==> config.mk <==
export PLATFORM = sky130hd
export DESIGN_NAME = dcm_prog_ctrl
export DESIGN_NICKNAME = d
export VERILOG_FILES = /design/src/rtl/dcm_prog_ctrl.sv
export SDC_FILE = /design/constraint.sdc
export NUM_CORES = 1
export LEC_CHECK = 0
export ABC_CLOCK_PERIOD_IN_PS = 5500
export CORE_ASPECT_RATIO = 1.2
export CORE_UTILIZATION = 60
export DETAILED_ROUTE_END_ITERATION = 7
export PLACE_DENSITY = 0.91
export SYNTH_ARGS = -nofsm -noshare
export SYNTH_HDL_FRONTEND = slang
export SYNTH_SLANG_ARGS = --single-unit
==> constraint.sdc <==
create_clock -name clk -period 5.5 [get_ports clk]
set_clock_uncertainty 0.2 [all_clocks]
set_input_delay 1.1 -clock clk [delete_from_list [all_inputs] [get_ports clk]]
set_output_delay 1.1 -clock clk [all_outputs]
set_load 0.02 [all_outputs]
==> src/rtl/dcm_prog_ctrl.sv <==
// dcm_prog_ctrl: push-button front end for the dcm clock manager.
// Synchronizes and debounces up/down/load buttons, keeps a saturating 3-bit
// pending selection, and on a load press issues a one-cycle update with the
// committed selection, then waits for the dcm feedback to confirm it.
module dcm_prog_ctrl #(
  parameter int DEBOUNCE_CYCLES = 1000000,
  parameter int ACK_TIMEOUT     = 16
) (
  input  logic       clk,
  input  logic       rst,
  input  logic       btn_up,
  input  logic       btn_down,
  input  logic       btn_load,
  input  logic [2:0] prog_fb,
  output logic [2:0] prog_in,
  output logic       update,
  output logic [2:0] pending,
  output logic       busy,
  output logic       err
);

  localparam int DB_W = (DEBOUNCE_CYCLES > 2) ? $clog2(DEBOUNCE_CYCLES) : 1;
  localparam int TO_W = (ACK_TIMEOUT > 2) ? $clog2(ACK_TIMEOUT) : 1;
  localparam logic [DB_W-1:0] DB_LAST = DB_W'(DEBOUNCE_CYCLES - 1);
  localparam logic [TO_W-1:0] TO_LAST = TO_W'(ACK_TIMEOUT - 1);

  // Bit order for all per-button vectors: [0]=up, [1]=down, [2]=load.
  typedef enum logic [1:0] {IDLE, ISSUE, WAIT} state_t;

  logic [2:0]      btn_raw;
  logic [2:0]      sync_p0;
  logic [2:0]      sync_p1;
  logic [2:0]      db;
  logic [2:0]      db_d;
  logic [2:0]      press;
  logic [DB_W-1:0] db_cnt [3];
  logic [TO_W-1:0] tmo_cnt;
  state_t          state;

  function automatic logic [2:0] sat_inc(input logic [2:0] v);
    return (v == 3'd7) ? v : v + 3'd1;
  endfunction

  function automatic logic [2:0] sat_dec(input logic [2:0] v);
    return (v == 3'd0) ? v : v - 3'd1;
  endfunction

  assign btn_raw = {btn_load, btn_down, btn_up};

  // --- stage p0/p1: two-flop synchronizer for the raw buttons ---
  // Bring the asynchronous buttons into the clk domain.
  always_ff @(posedge clk or negedge rst) begin
    if (!rst) begin
      sync_p0 <= '0;
      sync_p1 <= '0;
    end else begin
      sync_p0 <= btn_raw;
      sync_p1 <= sync_p0;
    end
  end

  // --- stage db: debounce counters and press edge detection ---
  // Toggle each debounced level only after DEBOUNCE_CYCLES consecutive differing samples.
  always_ff @(posedge clk or negedge rst) begin
    if (!rst) begin
      db   <= '0;
      db_d <= '0;
      for (int i = 0; i < 3; i++) db_cnt[i] <= '0;
    end else begin
      db_d <= db;
      for (int i = 0; i < 3; i++) begin
        if (sync_p1[i] != db[i]) begin
          if (db_cnt[i] == DB_LAST) begin
            db[i]     <= ~db[i];
            db_cnt[i] <= '0;
          end else begin
            db_cnt[i] <= db_cnt[i] + 1'b1;
          end
        end else begin
          db_cnt[i] <= '0;
        end
      end
    end
  end

  assign press = db & ~db_d;

  // --- stage sel: pending selection and commit FSM ---
  // Saturating pending selection; simultaneous up and down cancel out.
  always_ff @(posedge clk or negedge rst) begin
    if (!rst) begin
      pending <= '0;
    end else begin
      case ({press[0], press[1]})
        2'b10:   pending <= sat_inc(pending);
        2'b01:   pending <= sat_dec(pending);
        default: pending <= pending;
      endcase
    end
  end

  // Commit FSM: capture pending on load, pulse update, wait for matching feedback or timeout.
  always_ff @(posedge clk or negedge rst) begin
    if (!rst) begin
      state   <= IDLE;
      prog_in <= '0;
      update  <= 1'b0;
      busy    <= 1'b0;
      err     <= 1'b0;
      tmo_cnt <= '0;
    end else begin
      update <= 1'b0;
      case (state)
        IDLE: begin
          if (press[2]) begin
            state   <= ISSUE;
            prog_in <= pending;
            update  <= 1'b1;
            busy    <= 1'b1;
          end
        end
        ISSUE: begin
          tmo_cnt <= '0;
          state   <= WAIT;
        end
        WAIT: begin
          if (prog_fb == prog_in) begin
            state <= IDLE;
            busy  <= 1'b0;
            err   <= 1'b0;
          end else if (tmo_cnt == TO_LAST) begin
            state <= IDLE;
            busy  <= 1'b0;
            err   <= 1'b1;
          end else begin
            tmo_cnt <= tmo_cnt + 1'b1;
          end
        end
        default: begin
          state <= IDLE;
          busy  <= 1'b0;
        end
      endcase
    end
  end

endmodule

==> flow_summary.yaml, run 1 <==
logic_synthesis:
  synthesis.nets: 425
  synth_edf_count: 0
  postSynth.topFlopCell: "sky130_fd_sc_hd__dfrtp_1"
  async_flop_share_pct: 100.0
  library_cells_used_by_synthesis: 50
  post_synth_inst_count: 412
  post_synth.cell_area_avg_um2: 10.18
  number_of_storage_elements_in_the_synthesis_netlist: 87
  syn_area_mm2: 0.004195
  ys_seq_area_share_pct: 51.89
  yosysWarnings: 0
sta:
  slew_headroom_pct: 29.95
  report.final.slew_viol_count: 0
  final_hold_viol_count: 0
  post-route-period-util_pct: 53.49
  grt_setup_unrepaired: "no"
  setup_tns_final_ns: 0
  setup_viol: 0
  worst_pin_slew_ns: 1.051
  max_freq_mhz: 339.9
  min_period_ns: 2.942
  final.hold.worst_slack_ns: 0.1616
setup_path:
  setup.worst_path.end_class: "flip-flop"
  worst_path_required_time_ns: 5.57
  peak_fanout_along_the_critical_path: 4
  crit_family: "compound AO/OA/AOI/OAI gates"
  critPathArrivalTime_ns: 3.02
  critical_path.startpoint_type: "primary input"
  slowest_delay_ns: 0.82
  critical_path_class: "in2reg"
  cp_cell_sequence: "clkdlybuf4s50_1 > xor2_1 > o311ai_0 > o21a_1 > inv_1 > mux2i_1"
  cpMaxStageDelayCell: "sky130_fd_sc_hd__o311ai_0"
  worstPathBufferInverterCount: 2
finish:
  post-route-util_pct: 68.15
  post_route_cells_drive_above_1_share_pct: 8.656
  areaGrowthSynthToFinish_pct: 10.68
  num_antenna_cells: 0
  fin_nets: 447
  design_area_mm2: 0.004643
floorplan:
  floorplan.rows: 33
  pin_count: 17
  start_util_pct: 61.58
  floorplan.die.width_um: 78.34
  floorplan.die.height_um: 93.60
  coreArea_mm2: 0.006813
  dieArea_mm2: 0.007332
clock_tree:
  post-cts-setup-buffer-count: 0
  cts_tree: "done"
  clock_root_buffer: "sky130_fd_sc_hd__clkbuf_8"
  cts_max_path_buffers: 2
  cts-buffers-inserted: 9
  cts_htree_levels: 3
  cts.reportedPaths.clkPinSlew_ns: 0.09
  post_cts_resize_count: 0
  cts_sinks: 87
  clk_latency_ns: 0.35
  postCtsHoldBufs: 0
global_routing:
  globalRouteOverflowTotal: 0
  grt_max_degree: 88
  grt_pass1_vias: 2995
  first_pass_grt_wire_length_um: 13260
  grt_antenna_before_repair: 0
  grt_usage_pct: 23.25
drt:
  post_drt_wl_per_cell_um: 14.99
  drc_errors_left: 0
  first_iter_violations: 152
  detailedRoute.firstPassIterationCount: 4
  route.vias.total: 3179
  drtAntennaViolNets: 0
  drt-vias-per-instance: 6.044
  final_wirelength_um: 7886
power_and_ir_drop:
  peakVddDrop_mv: 0.1507
  cellPowerDensity_mw_per_mm2: 252.1
  static-leakage-power_nw: 1.887
  report.power.total_w: 0.001171
place:
  io_buffers: 16
  placed_area_mm2: 0.004452
  routabilityCongestion: 0.8538
  place_hpwl_um: 5316
min_path:
  min_path_type: "reg2reg"
outcome:
  outcome: "completed"
job:
  cap_violations: 0
-- Yosys cell counts, types with 2 or more instances --
library cell                n  area share (%)
sky130_fd_sc_hd__dfrtp_1   87              52
sky130_fd_sc_hd__nor2_1    54             4.8
sky130_fd_sc_hd__nand3_1   30             3.6
sky130_fd_sc_hd__xnor2_1   25             5.2
sky130_fd_sc_hd__a21oi_1   21             2.5
sky130_fd_sc_hd__xor2_1    21             4.4
sky130_fd_sc_hd__inv_1     18             1.6
sky130_fd_sc_hd__nand2_1   16             1.4
sky130_fd_sc_hd__nand4_1   16             2.4
sky130_fd_sc_hd__nor3_1    14             1.7
sky130_fd_sc_hd__nor4_1    11             1.6
sky130_fd_sc_hd__or4_1     11             2.0
sky130_fd_sc_hd__o31ai_1    9             1.6
sky130_fd_sc_hd__and3_1     6            0.89
sky130_fd_sc_hd__clkbuf_1   6            0.54
sky130_fd_sc_hd__mux2_2     6             1.6
sky130_fd_sc_hd__o21ai_0    6            0.72
sky130_fd_sc_hd__or3_1      5            0.75
sky130_fd_sc_hd__ha_1       4             1.2
sky130_fd_sc_hd__a22o_1     3            0.63
sky130_fd_sc_hd__nor2b_1    3            0.45
sky130_fd_sc_hd__nor4b_1    3            0.63
sky130_fd_sc_hd__buf_4      2            0.36
sky130_fd_sc_hd__mux2i_1    2            0.48
sky130_fd_sc_hd__nand2b_1   2            0.30
sky130_fd_sc_hd__nand3b_1   2            0.36
sky130_fd_sc_hd__nand4b_1   2            0.42
sky130_fd_sc_hd__o21a_1     2            0.36
sky130_fd_sc_hd__or2_2      2            0.30
sky130_fd_sc_hd__or4_4      2            0.54
sky130_fd_sc_hd__or4b_2     2            0.48
-- cell usage in the layout, fill, tap and decap left out, drive strengths merged, types with 2 or more instances in the layout --
cell | netlist | layout
nor3 | 14 | 14
clkdlybuf4s50 | 0 | 15
buf | 2 | 4
xor2 | 21 | 21
nand2b | 2 | 2
nand4b | 2 | 2
or2 | 2 | 2
nor4b | 3 | 3
o21a | 2 | 2
nor2b | 3 | 3
mux2 | 6 | 6
inv | 18 | 19
nand2 | 16 | 16
or4 | 13 | 13
nand3 | 30 | 30
xnor2 | 25 | 25
o21ai | 7 | 7
or4b | 3 | 3
o31ai | 9 | 9
clkbuf | 6 | 11
nor2 | 54 | 54
nor4 | 11 | 11
or3 | 6 | 6
nand4 | 17 | 17
mux2i | 2 | 2
and3 | 7 | 7
and4 | 2 | 2
clkinvlp | 0 | 3
ha | 4 | 4
a22o | 3 | 3
a21oi | 21 | 21
dfrtp | 87 | 87
nand3b | 2 | 2
-- area by class of cell --
| cell class | count | area [um2] |
|---|---|---|
| Inverter | 18 | 67.56 |
| Clock buffer | 11 | 151.4 |
| Fill cell | 470 | 2170 |
| Tap cell | 87 | 108.9 |
| Timing Repair Buffer | 19 | 180.2 |
| Multi-Input combinational cell | 299 | 1918 |
| Sequential cell | 87 | 2177 |
| Clock inverter | 5 | 40.04 |
-- through the flow --
stage               worst slack, ns  instances
finish                        2.558        526
floorplan                     3.042        412
global route                  2.428        526
CTS                           2.590        526
global placement              2.430        510
detailed placement            2.218        510
-- sequential cells by signal, indices dropped and copies added (netlist names) --
name and cells:
tmo_cnt 4, state 2, prog_in 3, busy 1
sync_p1 3, update 1, err 1, db_d 3
sync_p0 3, pending 3, db 3, db_cnt 60
-- worst paths after layout --
| check | startpoint | to | slack (ns) | cells past startpoint |
|---|---|---|---|---|
| hold / removal | sync_p0[1]$_DFF_PN0_ | sync_p1[1]$_DFF_PN0_ | 0.16 | 0 |
| hold reg to reg | sync_p0[1]$_DFF_PN0_ | sync_p1[1]$_DFF_PN0_ | 0.16 | 0 |
| min in group asynchronous | rst | state[1]$_DFFE_PN0P_ | 0.72 | 1 |
| setup / recovery | prog_fb[0] | tmo_cnt[0]$_DFFE_PN0P_ | 2.56 | 6 |
| max in group asynchronous | rst | db_cnt[45]$_DFF_PN0_ | 3.69 | 1 |
| setup reg to reg | db_cnt[55]$_DFF_PN0_ | db_cnt[51]$_DFF_PN0_ | 2.80 | 5 |
-- kinds of logic (layout without fill, tap and decap cells) --
family                     after synthesis  in the layout  synth area share [%]
buffers and inverters                   26             53                 2.505
muxes                                    8              8                 2.088
adders and majority gates                5              5                 1.670
DFF                                     87             87                 51.89
AOI/OAI and AO/OA                       51             51                 7.665
xor gates and xnor gates                46             46                 9.603
and+or+nand+nor                        189            189                 24.58
-- where the power goes --
group	switching, W	total [W]	internal, W
registers	0.0000210	0.000679	0.000659
logic	0.0000403	0.0000713	0.0000309
clock network	0.000229	0.000420	0.000191
-- metal layers --
layer	vias to the layer above	share of wire, %	GRT usage (%)
met4	0	1.7	9.877
met5	-	0	0
li1	1530	-	-
met1	1557	44	29.36
met2	80	51	39.25
met3	12	3.8	4.195
No activity file was read; power rests on OpenSTA's default activity.
==> run 2, diff against run 1 <==
Settings changed: ABC_CLOCK_PERIOD_IN_PS 5500 to 2800.
Clock period 5.5 ns to 2.8 ns, I/O delays scaled along.
==> flow_summary.yaml, run 2 (synthesis gave the netlist of run 1 again) <==
drt:
  detailedRoute.firstPassIterationCount: 4
  post_drt_wl_per_cell_um: 15.50
  route.vias.total: 3275
  final_wirelength_um: 8233
  drt-vias-per-instance: 6.168
  drc_errors_left: 0
  first_iter_violations: 230
  drtAntennaViolNets: 0
place:
  placed_area_mm2: 0.004494
  io_buffers: 16
  routabilityCongestion: 0.8492
  place_hpwl_um: 5560
clock_tree:
  cts_tree: "done"
  cts_max_path_buffers: 2
  cts_sinks: 87
  cts-buffers-inserted: 9
  cts_htree_levels: 3
  clk_latency_ns: 0.36
  post-cts-setup-buffer-count: 0
  cts.reportedPaths.clkPinSlew_ns: 0.08
  clock_root_buffer: "sky130_fd_sc_hd__clkbuf_8"
sta:
  final_hold_viol_count: 0
  max_freq_mhz: 390.0
  setup_tns_final_ns: 0
  slew_headroom_pct: 59.27
  setup_viol: 0
  final.hold.worst_slack_ns: 0.1420
  report.final.slew_viol_count: 0
  post-route-period-util_pct: 91.57
  grt_setup_unrepaired: "no"
  worst_pin_slew_ns: 0.6054
  min_period_ns: 2.564
setup_path:
  peak_fanout_along_the_critical_path: 9
  critPathArrivalTime_ns: 2.60
  critical_path.startpoint_type: "flip-flop"
  critical_path_class: "reg2reg"
  worst_path_required_time_ns: 2.83
  setup.worst_path.end_class: "flip-flop"
power_and_ir_drop:
  cellPowerDensity_mw_per_mm2: 502.8
  report.power.total_w: 0.002365
  peakVddDrop_mv: 0.3521
  static-leakage-power_nw: 1.930
global_routing:
  globalRouteOverflowTotal: 0
  grt_usage_pct: 25.28
  first_pass_grt_wire_length_um: 14430
  grt_max_degree: 51
  grt_pass1_vias: 3224
  grt_antenna_before_repair: 0
finish:
  post_route_cells_drive_above_1_share_pct: 9.234
  post-route-util_pct: 69.04
  biggest_register: "db_cnt"
  commonest_non_fill_non_tap_cell_in_the_layout: "sky130_fd_sc_hd__dfrtp_1"
  num_antenna_cells: 0
  biggestRegsByFlops: "db_cnt (60), tmo_cnt (4)"
  most-common-layout-cells: "87 x sky130_fd_sc_hd__dfrtp_1, 54 x sky130_fd_sc_hd__nor2_1, 30 x sky130_fd_sc_hd__nand3_1"
  areaGrowthSynthToFinish_pct: 12.11
  largest_register_ff_count: 60
  design_area_mm2: 0.004703
  fin_nets: 452
floorplan:
  dieArea_mm2: 0.007332
  floorplan.die.width_um: 78.34
  floorplan.rows: 33
  start_util_pct: 61.58
  pin_count: 17
  floorplan.die.height_um: 93.60
  coreArea_mm2: 0.006813
min_path:
  min_path_type: "reg2reg"
outcome:
  outcome: "completed"
job:
  cap_violations: 0
[run 2: cell types whose count changed in the layout (fill, tap and decap cells not counted), sizes merged]
cell and change:
buf +4, dlygate4sd3 +1, clkinv +3, bufinv +1, clkinvlp -3, inv -1
[run 2: stage by stage]
step,setup slack (ns),std cells
after floorplan,0.6109,412
after global placement,0.3704,514
after detailed placement,0.3092,514
after CTS,0.2661,531
after global routing,0.1186,531
final,0.2362,531
[run 2: path summary, 6_finish.rpt]
| path | start | to | slack [ns] | depth (start not counted) |
|---|---|---|---|---|
| setup / recovery | db_cnt[55]$_DFF_PN0_ | db_cnt[55]$_DFF_PN0_ | 0.24 | 5 |
| hold / removal | sync_p0[1]$_DFF_PN0_ | sync_p1[1]$_DFF_PN0_ | 0.14 | 0 |
| setup reg to reg | db_cnt[55]$_DFF_PN0_ | db_cnt[55]$_DFF_PN0_ | 0.24 | 5 |
| hold reg to reg | sync_p0[1]$_DFF_PN0_ | sync_p1[1]$_DFF_PN0_ | 0.14 | 0 |
| max in group asynchronous | rst | db_cnt[41]$_DFF_PN0_ | 1.26 | 3 |
| min in group asynchronous | rst | tmo_cnt[0]$_DFFE_PN0P_ | 0.51 | 2 |
[run 2: area by class of cell]
class | instances | area (um2)
inverters | 18 | 67.56
multi-input cells | 299 | 1918
repair buffers | 24 | 232.7
clock buffers | 11 | 141.4
flip-flops and latches | 87 | 2177
fillers | 485 | 2110
well taps | 87 | 108.9
clock inverters | 5 | 57.56
[run 2: report_power, final]
part	leakage [nW]	internal, W	switching (W)	total (W)
logic	0.638	0.0000677	0.0000840	0.000152
clock network	0.103	0.000437	0.000440	0.000877
registers	1.19	0.00129	0.0000426	0.00134
total	1.93	0.00180	0.000567	0.00236
[run 2: critical path: stages, from the launching register on]
cell,delay [ns]
sky130_fd_sc_hd__dfrtp_1,0.42
sky130_fd_sc_hd__or4b_2,0.66
sky130_fd_sc_hd__or4_1,0.43
sky130_fd_sc_hd__o21ai_1,0.42
sky130_fd_sc_hd__buf_4,0.25
sky130_fd_sc_hd__a21oi_1,0.05
[run 2: per-layer routing]
| layer | wire length [um] | track usage (%) | vias to the layer above |
|---|---|---|---|
| met5 | 0 | 0 | - |
| li1 | - | - | 1549 |
| met2 | 4241 | 43.93 | 85 |
| met1 | 3573 | 30.45 | 1625 |
| met3 | 242 | 3.902 | 16 |
| met4 | 176 | 12.50 | 0 |
[run 2: what timing repair did]
action,CTS,global route
hold buffers,1,0
resized for setup,0,0
hold endpoints to repair,37,0
